### config.mk
export PLATFORM = sky130hd
export DESIGN_NAME = lif_neuron_array
export DESIGN_NICKNAME = d
export VERILOG_FILES = /design/src/rtl/tinysnn_pkg.sv /design/src/rtl/lif_channel.sv /design/src/rtl/lif_neuron_array.sv
export SDC_FILE = /design/constraint.sdc
export NUM_CORES = 1
export LEC_CHECK = 0
export CAP_MARGIN = 30
export CORE_AREA = 2 2 117 119
export DETAILED_ROUTE_END_ITERATION = 8
export DIE_AREA = 0 0 119 121
export PLACE_DENSITY = 0.68
export SLEW_MARGIN = 10
export SYNTH_ARGS = -nofsm -noshare
export SYNTH_HDL_FRONTEND = slang
export SYNTH_SLANG_ARGS = --single-unit
### constraint.sdc
create_clock -name clk -period 5.3 [get_ports clk]
set_input_delay 0.53 -clock clk [delete_from_list [all_inputs] [get_ports clk]]
set_output_delay 0.53 -clock clk [all_outputs]
set_load 0.02 [all_outputs]
### src/rtl/tinysnn_pkg.sv
// Shared constants and helpers for the tinysnn LIF neuron array.
// The refractory logic is only built when TINYSNN_REFRAC_EN is defined.
package tinysnn_pkg;

  localparam int N_CH_DEF    = 4;
  localparam int IN_W_DEF    = 8;
  localparam int MEM_W_DEF   = 10;
  localparam int LEAK_SH_DEF = 3;
  localparam int REFRAC_DEF  = 4;

  // Refractory counter width; holds REFRAC values 0..15
  localparam int RC_W = 4;

  // Largest unsigned value representable in w bits (membrane saturation point)
  function automatic int sat_max(input int w);
    return (1 << w) - 1;
  endfunction

endpackage

### src/rtl/lif_channel.sv
// One leaky integrate-and-fire neuron: saturating membrane, shift leak,
// one-cycle spike. Refractory counter present only with TINYSNN_REFRAC_EN.
module lif_channel
  import tinysnn_pkg::*;
#(
  parameter int IN_W    = IN_W_DEF,
  parameter int MEM_W   = MEM_W_DEF,
  parameter int LEAK_SH = LEAK_SH_DEF,
  parameter int REFRAC  = REFRAC_DEF
) (
  input  logic             clk,
  input  logic             rst_n,
  input  logic             upd,
  input  logic [IN_W-1:0]  cur,
  input  logic [MEM_W-1:0] thresh,
  output logic             fire_next,
  output logic             spike,
  output logic [MEM_W-1:0] mem
);

  localparam logic [MEM_W-1:0] MEM_MAX = MEM_W'(sat_max(MEM_W));

  if (MEM_W <= IN_W) begin : g_bad_mem_w
    $error("lif_channel: MEM_W must exceed IN_W");
  end
  if (LEAK_SH < 1 || LEAK_SH > MEM_W - 1) begin : g_bad_leak_sh
    $error("lif_channel: LEAK_SH out of range");
  end
  if (REFRAC < 0 || REFRAC > 15) begin : g_bad_refrac
    $error("lif_channel: REFRAC out of range");
  end

  // Clamp an (MEM_W+1)-bit sum to the membrane range instead of wrapping
  function automatic logic [MEM_W-1:0] sat_mem(input logic [MEM_W:0] s);
    return s[MEM_W] ? MEM_MAX : s[MEM_W-1:0];
  endfunction

  logic [MEM_W-1:0] mem_p1;
  logic             spike_p1;
  logic             in_refrac;
  logic [MEM_W:0]   sum_p0;
  logic [MEM_W-1:0] mem_sat_p0;

`ifdef TINYSNN_REFRAC_EN
  logic [RC_W-1:0] rc_p1;

  assign in_refrac = (rc_p1 != '0);

  // Refractory countdown: loaded on a spike, decremented once per update
  always_ff @(posedge clk or negedge rst_n) begin
    if (!rst_n) begin
      rc_p1 <= '0;
    end else if (upd) begin
      if (in_refrac) begin
        rc_p1 <= rc_p1 - 1'b1;
      end else if (fire_next) begin
        rc_p1 <= RC_W'(REFRAC);
      end
    end
  end
`else
  assign in_refrac = 1'b0;
`endif

  // Stage p0: leak, integrate, saturate and compare against threshold
  always_comb begin
    sum_p0     = {1'b0, mem_p1} - {1'b0, (mem_p1 >> LEAK_SH)} + {{(MEM_W + 1 - IN_W){1'b0}}, cur};
    mem_sat_p0 = sat_mem(sum_p0);
    fire_next  = upd && !in_refrac && (mem_sat_p0 >= thresh);
  end

  // Stage p1: membrane and spike registers; membrane is held at 0 while refractory
  always_ff @(posedge clk or negedge rst_n) begin
    if (!rst_n) begin
      mem_p1   <= '0;
      spike_p1 <= 1'b0;
    end else begin
      spike_p1 <= fire_next;
      if (upd) begin
        if (in_refrac || fire_next) begin
          mem_p1 <= '0;
        end else begin
          mem_p1 <= mem_sat_p0;
        end
      end
    end
  end

  assign spike = spike_p1;
  assign mem   = mem_p1;

endmodule

### src/rtl/lif_neuron_array.sv
// Array of N_CH independent LIF neurons with a registered spike_any and a
// channel-0 membrane debug tap. Optional macro: TINYSNN_REFRAC_EN enables
// per-channel refractory periods of REFRAC updates after each spike.
module lif_neuron_array
  import tinysnn_pkg::*;
#(
  parameter int N_CH    = N_CH_DEF,
  parameter int IN_W    = IN_W_DEF,
  parameter int MEM_W   = MEM_W_DEF,
  parameter int LEAK_SH = LEAK_SH_DEF,
  parameter int REFRAC  = REFRAC_DEF
) (
  input  logic                 clk,
  input  logic                 rst_n,
  input  logic                 en,
  input  logic                 in_valid,
  input  logic [N_CH*IN_W-1:0] in_cur,
  input  logic [MEM_W-1:0]     thresh,
  output logic [N_CH-1:0]      spike,
  output logic                 spike_any,
  output logic [MEM_W-1:0]     mem_dbg
);

  if (N_CH < 1 || N_CH > 8) begin : g_bad_n_ch
    $error("lif_neuron_array: N_CH out of range");
  end

  logic                 upd;
  logic [N_CH-1:0]      fire_next;
  logic [MEM_W-1:0]     mem_ch [N_CH];
  logic                 spike_any_p1;

  assign upd = en & in_valid;

  for (genvar c = 0; c < N_CH; c++) begin : g_ch
    lif_channel #(
      .IN_W    (IN_W),
      .MEM_W   (MEM_W),
      .LEAK_SH (LEAK_SH),
      .REFRAC  (REFRAC)
    ) u_ch (
      .clk       (clk),
      .rst_n     (rst_n),
      .upd       (upd),
      .cur       (in_cur[c*IN_W +: IN_W]),
      .thresh    (thresh),
      .fire_next (fire_next[c]),
      .spike     (spike[c]),
      .mem       (mem_ch[c])
    );
  end

  // Stage p1: spike_any registered alongside the per-channel spikes
  always_ff @(posedge clk or negedge rst_n) begin
    if (!rst_n) begin
      spike_any_p1 <= 1'b0;
    end else begin
      spike_any_p1 <= |fire_next;
    end
  end

  assign spike_any = spike_any_p1;
  assign mem_dbg   = mem_ch[0];

endmodule

* Word-level counts from Yosys, hierarchy flattened
Cells that the tools add are included.
** Storage, ports and cells
- Register bits after elaboration :: 45
- Input port bits :: 46
- Output and inout port bits :: 15
- Logic and storage cells :: 35
** Operators by class
- Bitwise gates (word level) :: 1
- $add $sub $neg :: 8
- Magnitude comparators :: 4
- Reductions and logical operators :: 5
- Mux-type cells :: 8
** Operators with widths (number)
- 10-bit two-way mux :: 8
- 11-bit by 8-bit adder with 11-bit output :: 4
- 10-bit by 7-bit subtractor with 11-bit output :: 4
- 10-bit >= comparator :: 4
- 1-bit logical AND :: 4
- 4-bit OR reduction :: 1
- 1-bit bitwise AND :: 1

* Logic depth before layout (Yosys ltp)
Gate-level depths: netlist (run 1).
- Depth after elaboration :: 6
- Mapped depth :: 20
- Depth with buffers taken out :: 19

* Hierarchy
From an unflattened synthesis (run 1), not the netlist that was laid out.
** Unflattened totals
- Cells, all modules :: 748
- Area total of the unflattened synthesis :: 6216.0 um2
** Modules (own cells, without submodules)
- lif_channel at g_ch[2].u_ch :: area each 1582.8 um2, seq. area each 275.3 um2, cells an instance 196, times used 1
- lif_channel at g_ch[3].u_ch :: area each 1544.0 um2, seq. area each 275.3 um2, cells an instance 187, times used 1
- lif_channel at g_ch[0].u_ch :: area each 1529.0 um2, seq. area each 275.3 um2, cells an instance 181, times used 1
- lif_channel at g_ch[1].u_ch :: area each 1521.5 um2, seq. area each 275.3 um2, cells an instance 181, times used 1
- lif_neuron_array :: area each 38.8 um2, seq. area each 25.0 um2, cells an instance 3, times used 1

* Least setup slack after synthesis (run 1)
No wires, ideal clock.
- Path type :: input port to flip-flop
- Start :: input port in_cur[17]
- End :: register g_ch[2].u_ch.mem_p1[0]
- Stages :: 15
- Library setup time :: 0.067 ns
- Slack :: 1.080 ns
- Arrival time :: 4.153 ns
- Data required time :: 5.233 ns
- Path buffers :: 0
- Cell sequence :: inv_1 > fa_1 > fa_1 > nand2b_1 > a21o_1 > a31o_2 > a311oi_2 > nand2b_1 > ha_1 > a21o_1 > a211o_1 > a31oi_1 > nor2_1 > a21oi_1 > a22o_1
** On the way
- Cells in the longest elaborated chain, start to end :: 5
** RTL lines
- from (decl) :: line lif_neuron_array.sv:17 : input logic [N_CH*IN_W-1:0] in_cur,
- 11-bit by 8-bit adder with 11-bit output (*) :: line lif_channel.sv:67 : sum_p0 = {1'b0, mem_p1} - {1'b0, (mem_p1 >> LEAK_SH)} + {{(MEM_W + 1 - IN_W){1'b0}}, cur};
- 10-bit two-way mux (*) :: line lif_channel.sv:35 : return s[MEM_W] ? MEM_MAX : s[MEM_W-1:0];
- 10-bit >= comparator :: line lif_channel.sv:69 : fire_next = upd && !in_refrac && (mem_sat_p0 >= thresh);
- 1-bit logical AND :: line lif_channel.sv:69
- 10-bit two-way mux (*) :: line lif_channel.sv:80 : if (in_refrac || fire_next) begin
- to (signal assigned) :: line lif_channel.sv:83 : mem_p1 <= mem_sat_p0;
- to (decl) :: line lif_channel.sv:38 : logic [MEM_W-1:0] mem_p1;
Mark *: on every way between the ends. The rest lies on a longest branch, timed or not.
A chain may end at the register's enable or synchronous reset.

* Worst setup path in the final report (run 1)
- Start :: input port in_cur[25]
- End :: register g_ch[3].u_ch.mem_p1[3]
** On the way
- Cells in the longest elaborated chain, start to end :: 5
** RTL lines (line)
- 11-bit by 8-bit adder with 11-bit output (*) :: lif_channel.sv:67
- 10-bit two-way mux (*) :: lif_channel.sv:35
- 10-bit >= comparator :: lif_channel.sv:69
- 1-bit logical AND :: lif_channel.sv:69
- 10-bit two-way mux (*) :: lif_channel.sv:80
- to (signal assigned) :: lif_channel.sv:83
- to (decl) :: lif_channel.sv:38
Marked as above.

==> metrics.md, run 1 <==
| Metric | Value |
|---|---|
| H-tree levels | `2` |
| Vias in the first global route | `~5000` |
| Gpl congestion | `between 0.8 and 0.9` |
| Crit path max fanout | `10` |
| Number of enable-type register cells in the synthesized netlist | `0` |
| Worst reg2reg setup slack | `between 0.6 and 0.7 ns` |
| Fraction of final layout cells with drive strength greater than 1 | `~3.4%` |
| Reg-to-Reg End | `g_ch[3].u_ch.mem[3]` |
| RSZ-0062 raised after global routing | `no` |
| Quantity of gates resized following cts | `0` |
| Classification of the worst setup path | `in2reg` |
| Vias after detailed routing | `4919` |
| Num CTS Buffers | `5` |
| Clock-pin slew on the worst setup and hold paths | `0.06 ns` |
| Number of detailed-routing iterations run before antenna repair | `5` |
| Clock latency on the worst-skew pair | `between 0.2 and 0.3 ns` |
| Count leader, synth | `inv_1` |
| Syn Std Cell Area | `0.00578 mm^2` |
| Horizontal die dimension | `119 um` |
| Maximum clock rate | `0.201 GHz` |
| Global-route congestion overflow total | `0` |
| Data required time of the worst path | `around 5.5 ns` |
| Max Transition Viols Final | `0` |
| Number of cells produced by synthesis | `about 710` |
| Via-per-instance ratio | `5.20` |
| Post-synth top area share | `19.5%` |
| Reg2reg path depth | `14` |
| Synth Flop Type | `dfrtp_1` |
| Final nets | `931` |
| Post-CTS setup-driven buffer insertion count | `0` |
| Final critical-path required period | `~5.0 ns` |
| Reg-to-Reg Start | `g_ch[3].u_ch.mem[4]` |
| Number of rows created at floorplan | `42` |
| Skew final | `about 0.0040 ns` |
| Die height | `121 um` |
| Number of max-cap violations | `0` |
| Transition time at the pin with the least slew margin | `0.835 ns` |
| Post-synthesis register bit count | `45` |
| Arrival time of data at the critical path endpoint | `approximately 5.2 ns` |
| Cell types with the largest area share after synthesis | `dfrtp_1, ha_1, inv_1` |
| Hold buffers post-CTS | `0` |
| Wirelength, routed | `roughly 13000 um` |
| Synth warnings | `0` |
| Area Overhead vs Synth | `17.2%` |
| Antenna diode count | `0` |
| Count of pins on the block boundary | `just over 60` |
| Pin count of the biggest net entering global routing | `46` |
| Unique cell type count in the Yosys netlist | `56` |
| Class of the tightest hold or removal check | `in2async` |
| Type of element launching the critical path | `primary input` |
| Post-synth top cells | `inv_1, ha_1, nor2_1, dfrtp_1, o21ai_0` |
| Number of remaining DRC errors | `0` |
| Routed length per placed instance | `14.0 um` |
| Number of hold violations in the final report | `0` |
| Placeable core region | `0.0131 mm^2` |
| Setup-violating endpoint count in the final report | `0` |
| Global-route usage over all layers | `19.2%` |
| Iteration-0 DRC count of the detailed router | `between 200 and 250` |
| Library cell with the largest summed area after synthesis | `dfrtp_1` |
| Floorplan die area | `0.0144 mm^2` |
| Final worst path period share | `a little over nine tenths` |
| Clk root buf | `clkbuf_16` |
| Share of synthesized registers carrying an async set or reset | `100%` |
| Global-route wire length before repair | `~23000 um` |
| Total number of clock tree sinks | `45` |
| TritonCTS clock tree | `done` |
| Kind of end point of the critical path | `register` |
| Syn Area/Cell | `8.16 um^2` |
| Proportion of synthesized chip area in sequential cells | `19.5%` |
| Status | `finished clean` |
| # port buffers | `60` |
| Maximum number of buffers from clock root to sink | `2` |
| Worst max-slew margin expressed relative to the limit | `44.2%` |
| Detailed-placement wirelength estimate | `11000 um` |
| Sum of negative setup slack | `0 ns` |
| Net count after synthesis | `870` |
| Number of antenna violations at the first check in global routing | `0` |
| Initial Utilization | `44.1%` |
| Residual antenna-violating net count after detailed routing | `0` |
[worst max-delay path by stage]
stage | slack (ns) | endpoint | cells after the start | from
floorplan | 1.08 | g_ch[2].u_ch.mem[0] | 15 | in_cur[17]
finish | 0.33 | g_ch[3].u_ch.mem[3] | 16 | in_cur[25]
detailed placement | 0.1 | g_ch[3].u_ch.mem[3] | 16 | in_cur[25]
global placement | 0.28 | g_ch[3].u_ch.mem[6] | 16 | in_cur[25]
CTS | 0.39 | g_ch[3].u_ch.mem[3] | 16 | in_cur[25]
global route | 0.09 | g_ch[3].u_ch.mem[5] | 16 | in_cur[25]
[registers in the layout, summed over array words and instances, names as in the netlist]
register and cells:
g_ch.u_ch.mem 40, spike_any 1, g_ch.u_ch.spike 4
[per-stage QoR]
stage	util (%)	hold WS, ns	std cells	setup WS [ns]	cell area [um^2]
3_3_place_gp	50.2	0.472	937	0.277	6570
2_1_floorplan	-	0.234	708	1.08	5780
5_1_grt	51.7	0.252	946	0.0868	6770
6_report	51.7	0.216	946	0.332	6770
4_1_cts	51.5	0.447	945	0.394	6740
3_5_place_dp	50.2	0.473	937	0.0983	6570
[critical path, stage by stage]
cell and delay, ns:
clkdlybuf4s50_1 0.45, inv_1 0.05, fa_1 0.53, fa_1 0.46
nor2b_1 0.21, o31a_1 0.22, o21ai_0 0.22, a211oi_4 0.45
nor2_1 0.12, ha_1 0.28, nand2b_1 0.14, a211o_1 0.29
a211o_1 0.27, a221oi_2 0.37, nand3_1 0.32, o21ai_0 0.25
[cell families (layout without fill, tap and decap cells)]
group,after synthesis,count (layout),share of synthesized area (%)
compound gates,184,184,22.3
xor+xnor,21,21,3.18
fa+ha+maj,116,116,28.8
buf+inv,184,246,12.2
flops,45,45,19.5
mux,4,4,0.693
simple gates,154,154,13.3
[routing by layer]
metal,track usage (%),up-vias,part of all wire (%),wire length (um)
met1,25.4,2332,48,6330
met3,2.68,8,2.5,334
met4,2.23,0,0.58,77
met5,0,-,0,0
met2,34.6,68,49,6510
li1,-,2511,-,-
[area by class of cell]
class / instances / area, um^2
clock buffer: 6 / 139
clock inverter: 2 / 37.5
fill: 1236 / 6320
inverter: 173 / 649
multi-input combinational: 479 / 3940
sequential: 45 / 1130
tap: 176 / 220
timing repair buffer: 65 / 653
[layout by cell type (no fill, tap or decap), types with 15 or more instances in the layout]
cell type,n
nand2_1,33
dfrtp_1,45
o21ai_0,36
fa_1,28
ha_1,88
inv_1,173
nor2_1,47
a21o_1,16
clkdlybuf4s50_1,59
a21oi_1,32
a22o_1,23
nor3_1,15
Power of run 1 is left out: the tool's default activity adds up to more than one toggle a clock period on the data nets, which glitch-free logic cannot reach.
==> inputs of run 2 (changes only) <==
- PLACE_DENSITY: 0.68 -> 0.62
==> metrics.md, run 2 (synthesis results as in run 1) <==
| Metric | Value |
|---|---|
| Status | `finished clean` |
| Antenna diode count | `0 (unchanged)` |
| Maximum number of buffers from clock root to sink | `2 (unchanged)` |
| Quantity of gates resized following cts | `0 (unchanged)` |
| Number of remaining DRC errors | `0 (unchanged)` |
| Skew final | `0.00686 ns (+0.00284 ns)` |
| CP peak stage delay | `0.52 ns (about the same)` |
| Global-route wire length before repair | `22900 um (-0.54%)` |
| Data required time of the worst path | `5.50 ns (about the same)` |
| Iteration-0 DRC count of the detailed router | `230 (-7.3%)` |
| Classification of the worst setup path | `in2reg` |
| Vias in the first global route | `5018 (-0.75%)` |
| Top delay family on crit path | `compound AO/OA/AOI/OAI gates` |
| Horizontal die dimension | `119 um (unchanged)` |
| H-tree levels | `2 (unchanged)` |
| # port buffers | `60 (unchanged)` |
| Utilization of the core after routing | `51.8% (+0.057 points)` |
| Die height | `121 um (unchanged)` |
| TritonCTS clock tree | `done` |
| Reg-to-Reg End | `g_ch[0].u_ch.mem[8]` |
| Clock latency on the worst-skew pair | `0.29 ns (about the same)` |
| Final critical-path required period | `4.89 ns (-0.0797 ns)` |
| Residual antenna-violating net count after detailed routing | `0 (unchanged)` |
| Num CTS Buffers | `5 (unchanged)` |
| Largest register FFs | `40 (unchanged)` |
| Cell depth of the worst setup path | `16 (unchanged)` |
| Most common library cell in the layout ignoring fill and taps | `inv_1` |
| Final nets | `930 (-0.11%)` |
| Wirelength, routed | `13300 um (about the same)` |
| Global-route usage over all layers | `19.1% (-0.13 points)` |
| Clock-pin slew on the worst setup and hold paths | `0.07 ns (about the same)` |
| Reg-to-Reg Start | `g_ch[0].u_ch.mem[1]` |
| Gpl congestion | `0.869 (-3.1%)` |
| Class of the tightest hold or removal check | `in2async` |
| Post-CTS setup-driven buffer insertion count | `0 (unchanged)` |
| Pin count of the biggest net entering global routing | `48 (+4.3%)` |
| Kind of end point of the critical path | `register` |
| Final worst path period share | `92.2% (-1.5 points)` |
| Arrival time of data at the critical path endpoint | `5.09 ns (-0.07 ns)` |
| RSZ-0062 raised after global routing | `no` |
| Worst setup path startpoint | `in_cur[25]` |
| Met1 Track Usage GR | `25.4% (-0.038 points)` |
| Count of fill cells added during filler insertion | `1301 (+5.3%)` |
| Number of antenna violations at the first check in global routing | `0 (unchanged)` |
| Number of rows created at floorplan | `42 (unchanged)` |
| Sum of negative setup slack | `0 ns (unchanged)` |
| Worst slack on hold paths | `0.0864 ns (-0.130 ns)` |
| Hold buffers post-CTS | `0 (unchanged)` |
| Crit path cell chain | `clkdlybuf4s50_1 -> inv_1 -> fa_1 -> fa_1 -> nor2b_1 -> o31a_1 -> o21ai_0 -> a211oi_4 -> nor2_1 -> ha_1 -> nand2b_1 -> a211o_1 -> a211o_1 -> a221oi_2 -> nand3_1 -> o21ai_0` |
| Worst setup path end | `g_ch[3].u_ch.mem[9]` |
| Detailed-placement wirelength estimate | `10900 um (-0.80%)` |
| Global-route congestion overflow total | `0 (unchanged)` |
| Worst max-slew margin expressed relative to the limit | `56.4% (+12 points)` |
| Clk root buf | `clkbuf_16` |
| Max Transition Viols Final | `0 (unchanged)` |
| Maximum clock rate | `0.205 GHz (+1.6%)` |
| Fraction of final layout cells with drive strength greater than 1 | `3.51% (+0.13 points)` |
| Type of element launching the critical path | `primary input` |
| Standard cell with the maximum stage delay on the critical path | `fa_1` |
| Floorplan die area | `0.0144 mm^2 (unchanged)` |
| Number of max-cap violations | `0 (unchanged)` |
| Crit path max fanout | `10 (unchanged)` |
| Via-per-instance ratio | `5.23 (+0.57%)` |
| Transition time at the pin with the least slew margin | `0.651 ns (-0.184 ns)` |
| Vias after detailed routing | `4942 (+0.47%)` |
| Area Overhead vs Synth | `17.3%` |
| Initial Utilization | `44.1% (unchanged)` |
| Setup-violating endpoint count in the final report | `0 (unchanged)` |
| Reg2reg path depth | `16 (+2)` |
| Number of detailed-routing iterations run before antenna repair | `4 (-1)` |
| Count of pins on the block boundary | `61 (unchanged)` |
| Placeable core region | `0.0131 mm^2 (unchanged)` |
| Most utilized layer in the global route result | `met2` |
| Total number of clock tree sinks | `45 (unchanged)` |
| Routed length per placed instance | `14.0 um (+0.17%)` |
| Most frequent cells in the layout | `inv_1, ha_1, clkdlybuf4s50_1` |
| GR met2 Demand/Resource | `34.6% (+0.036 points)` |
| Number of hold violations in the final report | `0 (unchanged)` |
| Met3 usage in global routing | `2.58% (-0.094 points)` |
| Worst path buffer plus inverter count | `2 (unchanged)` |
| Worst reg2reg setup slack | `0.72 ns (+0.03 ns)` |
[run 2: changes by cell type in the layout (fill, tap and decap cells not counted)]
cell and delta:
bufinv_16 +1, clkbuf_8 -1, o21ai_1 -1, buf_12 +1, buf_4 -1, clkinv_2 +1, buf_16 -1, a211oi_2 +1
o21ai_2 +1, a211oi_1 -1, clkinvlp_4 -1
[run 2: worst register-to-register path: cells and delay by family (launching register included)]
kind,cells,cell delay [ns]
fa+ha+maj,3,1.21
simple gates,4,1.16
flops,1,0.41
compound gates,7,1.60
buf+inv,2,0.15
[run 2: how the worst min path moves through the flow]
stage,cells past startpoint,startpoint,to
finish,1,rst_n,g_ch[1].u_ch.mem[0]
CTS,1,rst_n,g_ch[1].u_ch.mem[0]
detailed placement,2,g_ch[3].u_ch.mem[0],g_ch[3].u_ch.mem[0]
global placement,2,g_ch[1].u_ch.mem[2],g_ch[1].u_ch.mem[2]
floorplan,0,rst_n,g_ch[0].u_ch.mem[0]
global route,1,rst_n,g_ch[1].u_ch.mem[0]
[run 2: per-layer routing]
layer  up-vias  share of wire (%)
met5         -                  0
li1       2506                  -
met1      2354                 48
met2        76                 49
met3         6                2.7
met4         0               0.38
[run 2: area by class of cell]
type	count	area (um^2)	area share [%]
Inverter	173	649	9.58
Clock inverter	3	65.1	0.960
Sequential cell	45	1130	16.6
Tap cell	176	220	3.25
Timing Repair Buffer	64	638	9.42
Multi-Input combinational cell	479	3950	58.3
Clock buffer	5	125	1.85
[run 2: through the flow]
stage / cells / cell area [um^2] / setup slack, ns
after floorplan: 708 / 5780 / 1.08
after global placement: 936 / 6560 / 0.172
after detailed placement: 936 / 6560 / 0.0663
after CTS: 944 / 6750 / 0.322
after global routing: 945 / 6780 / 0.0776
final: 945 / 6780 / 0.412
Power of run 2 is left out for the same reason.
==> patch (settings of run 2) <==
Register the output `mem_dbg`, with the module's reset; this adds one clock of latency there. The other outputs are not delayed to match.
--- a/src/rtl/lif_neuron_array.sv
+++ b/src/rtl/lif_neuron_array.sv
@@ -60,7 +60,13 @@
   end
 
   assign spike_any = spike_any_p1;
-  assign mem_dbg   = mem_ch[0];
+  always_ff @(posedge clk or negedge rst_n) begin
+    if (!rst_n) begin
+      mem_dbg <= '0;
+    end else begin
+      mem_dbg <= mem_ch[0];
+    end
+  end
 
 endmodule
 
Behaviour: not the same (a bounded check fails within 4 cycles, from zero or initial values and one cycle with rst_n low).
==> patch against run 2 <==
  * Routed wire length rose by 2.5%
  * Final area rose by 3.3%
  * Worst setup slack got worse by 0.046 ns
  * Count of clock-buffer cells in the layout did not move
  * Sequential cell count rose by 10
  * Die area did not move
  * Clock skew fell by 0.0029 ns
  * Register-to-register slack got worse by 0.05 ns
  * Area after synthesis rose by 4.3%
  * Largest cell class unchanged
Power is left out: the tool's default activity adds up to more than one toggle a clock period on the data nets, which glitch-free logic cannot reach.
==> patch: results (changes against run 2) <==
[layout] non-filler cells in the finished layout 956 [+1.2%]
[drt] wire length reported by the detailed router 13,590 um [+2.5%]
[worst_setup_path] termination of the worst setup path g_ch[1].u_ch.mem[5]
[synthesis] instance count of the mapped netlist 718 [+1.4%]
[drt] number of DRC markers in iteration 0 332 [+44%]
[synthesis] adder and majority gate portion of the synthesized area 27.57% [-1.2 points]
[worst_setup_path] worst reg2reg startpoint g_ch[1].u_ch.mem[6]
[grt] maximum number of pins on one net before global-route repair 56 [+17%]
[worst_setup_path] origin of the worst setup path in_cur[9]
[synthesis] fraction of synthesized cell area in xor and xnor cells 3.052% [-0.13 points]
[worst_setup_path] Register-to-Register Setup Slack 0.67 ns [-0.05 ns]
[status] status finished, final reports clean
[synthesis] multiplexer share of the synthesized area 0.6643% [-0.029 points]
[timing] post-route clock skew 0.003956 ns [-0.002905 ns]
[worst_setup_path] endpoint arrival time on the critical path 5.15 ns [+0.06 ns]
[layout] fraction of layout instances using a drive strength above 1 3.333% [-0.18 points]
[place] GPL Wtd Cong 0.8906 [+2.5%]
[synthesis] proportion of synthesized chip area in sequential cells 22.84% [+3.3 points]
[grt] overall track demand over capacity in global routing 19.73% [+0.61 points]
[synthesis] complex-gate fraction of the synthesized area 21.40% [-0.93 points]
[place] DP HPWL 11,060 um [+1.4%]
[grt] wire length of the first global-routing pass 23,390 um [+2.1%]
[grt] via count of the first global-routing pass 5,015 [-0.060%]
[synthesis] top cells by count, synth sky130_fd_sc_hd__inv_1, sky130_fd_sc_hd__ha_1, sky130_fd_sc_hd__dfrtp_1
[synthesis] Syn Nets 880 [+1.1%]
[place] Placed Instances 947 [+1.2%]
[synthesis] number of distinct library cell variants in the gate-level netlist after synthesis 56 [unchanged]
[layout] final net count 941 [+1.2%]
[layout] antenna diode instance count 0 [unchanged]
[drt] DR vias/cell 5.248 [+0.35%]
[drt] first-pass detailed-route iteration total 5 [+1]
[timing] worst relative slew slack 51.94% [-4.5 points]
-- patch: changes by cell type after synthesis, sizes merged --
cell	change
dfrtp	+10
-- patch: worst min-delay path by stage --
| stage | slack, ns | startpoint | endpoint |
|---|---|---|---|
| after detailed placement | 0.43 | g_ch[0].u_ch.mem[0] | mem_dbg[0] |
| after CTS | 0.39 | rst_n | mem_dbg[8] |
| after global routing | 0.43 | rst_n | mem_dbg[8] |
| final | 0.35 | rst_n | mem_dbg[8] |
| after floorplan | 0.23 | rst_n | g_ch[0].u_ch.mem[0] |
| after global placement | 0.43 | g_ch[0].u_ch.mem[2] | mem_dbg[2] |
-- patch: routing by layer --
layer	vias up	routed length, um	share of wire, %	GRT usage (%)
met4	0	76	0.56	2.307
met1	2382	6378	47	26.65
met5	-	0	0	0
met2	82	6652	49	34.70
li1	2541	-	-	-
met3	12	483	3.6	2.679
-- patch: per-stage QoR --
step	setup WS (ns)	cell area, sq um
2_1_floorplan	1.080	6027
3_3_place_gp	0.1769	6815
3_5_place_dp	0.1262	6815
4_1_cts	0.3949	6988
5_1_grt	0.006600	7003
6_report	0.3654	7003
-- patch: kinds of logic after synthesis --
family / after synthesis
flip-flops: 55
AO/OA/AOI/OAI: 184
AND/OR/NAND/NOR: 154
adder cells (fa/ha/maj): 116
XOR/XNOR: 21
multiplexers: 4
buffers and inverters: 184
-- patch: area by class of cell --
| cell class | count | area (sq um) |
|---|---|---|
| clock buffers | 5 | 125.1 |
| flip-flops and latches | 55 | 1376 |
| fillers | 1233 | 6082 |
| repair buffers | 65 | 640.6 |
| clock inverters | 3 | 47.55 |
| inverters | 173 | 649.4 |
| multi-input cells | 479 | 3944 |
| well taps | 176 | 220.2 |
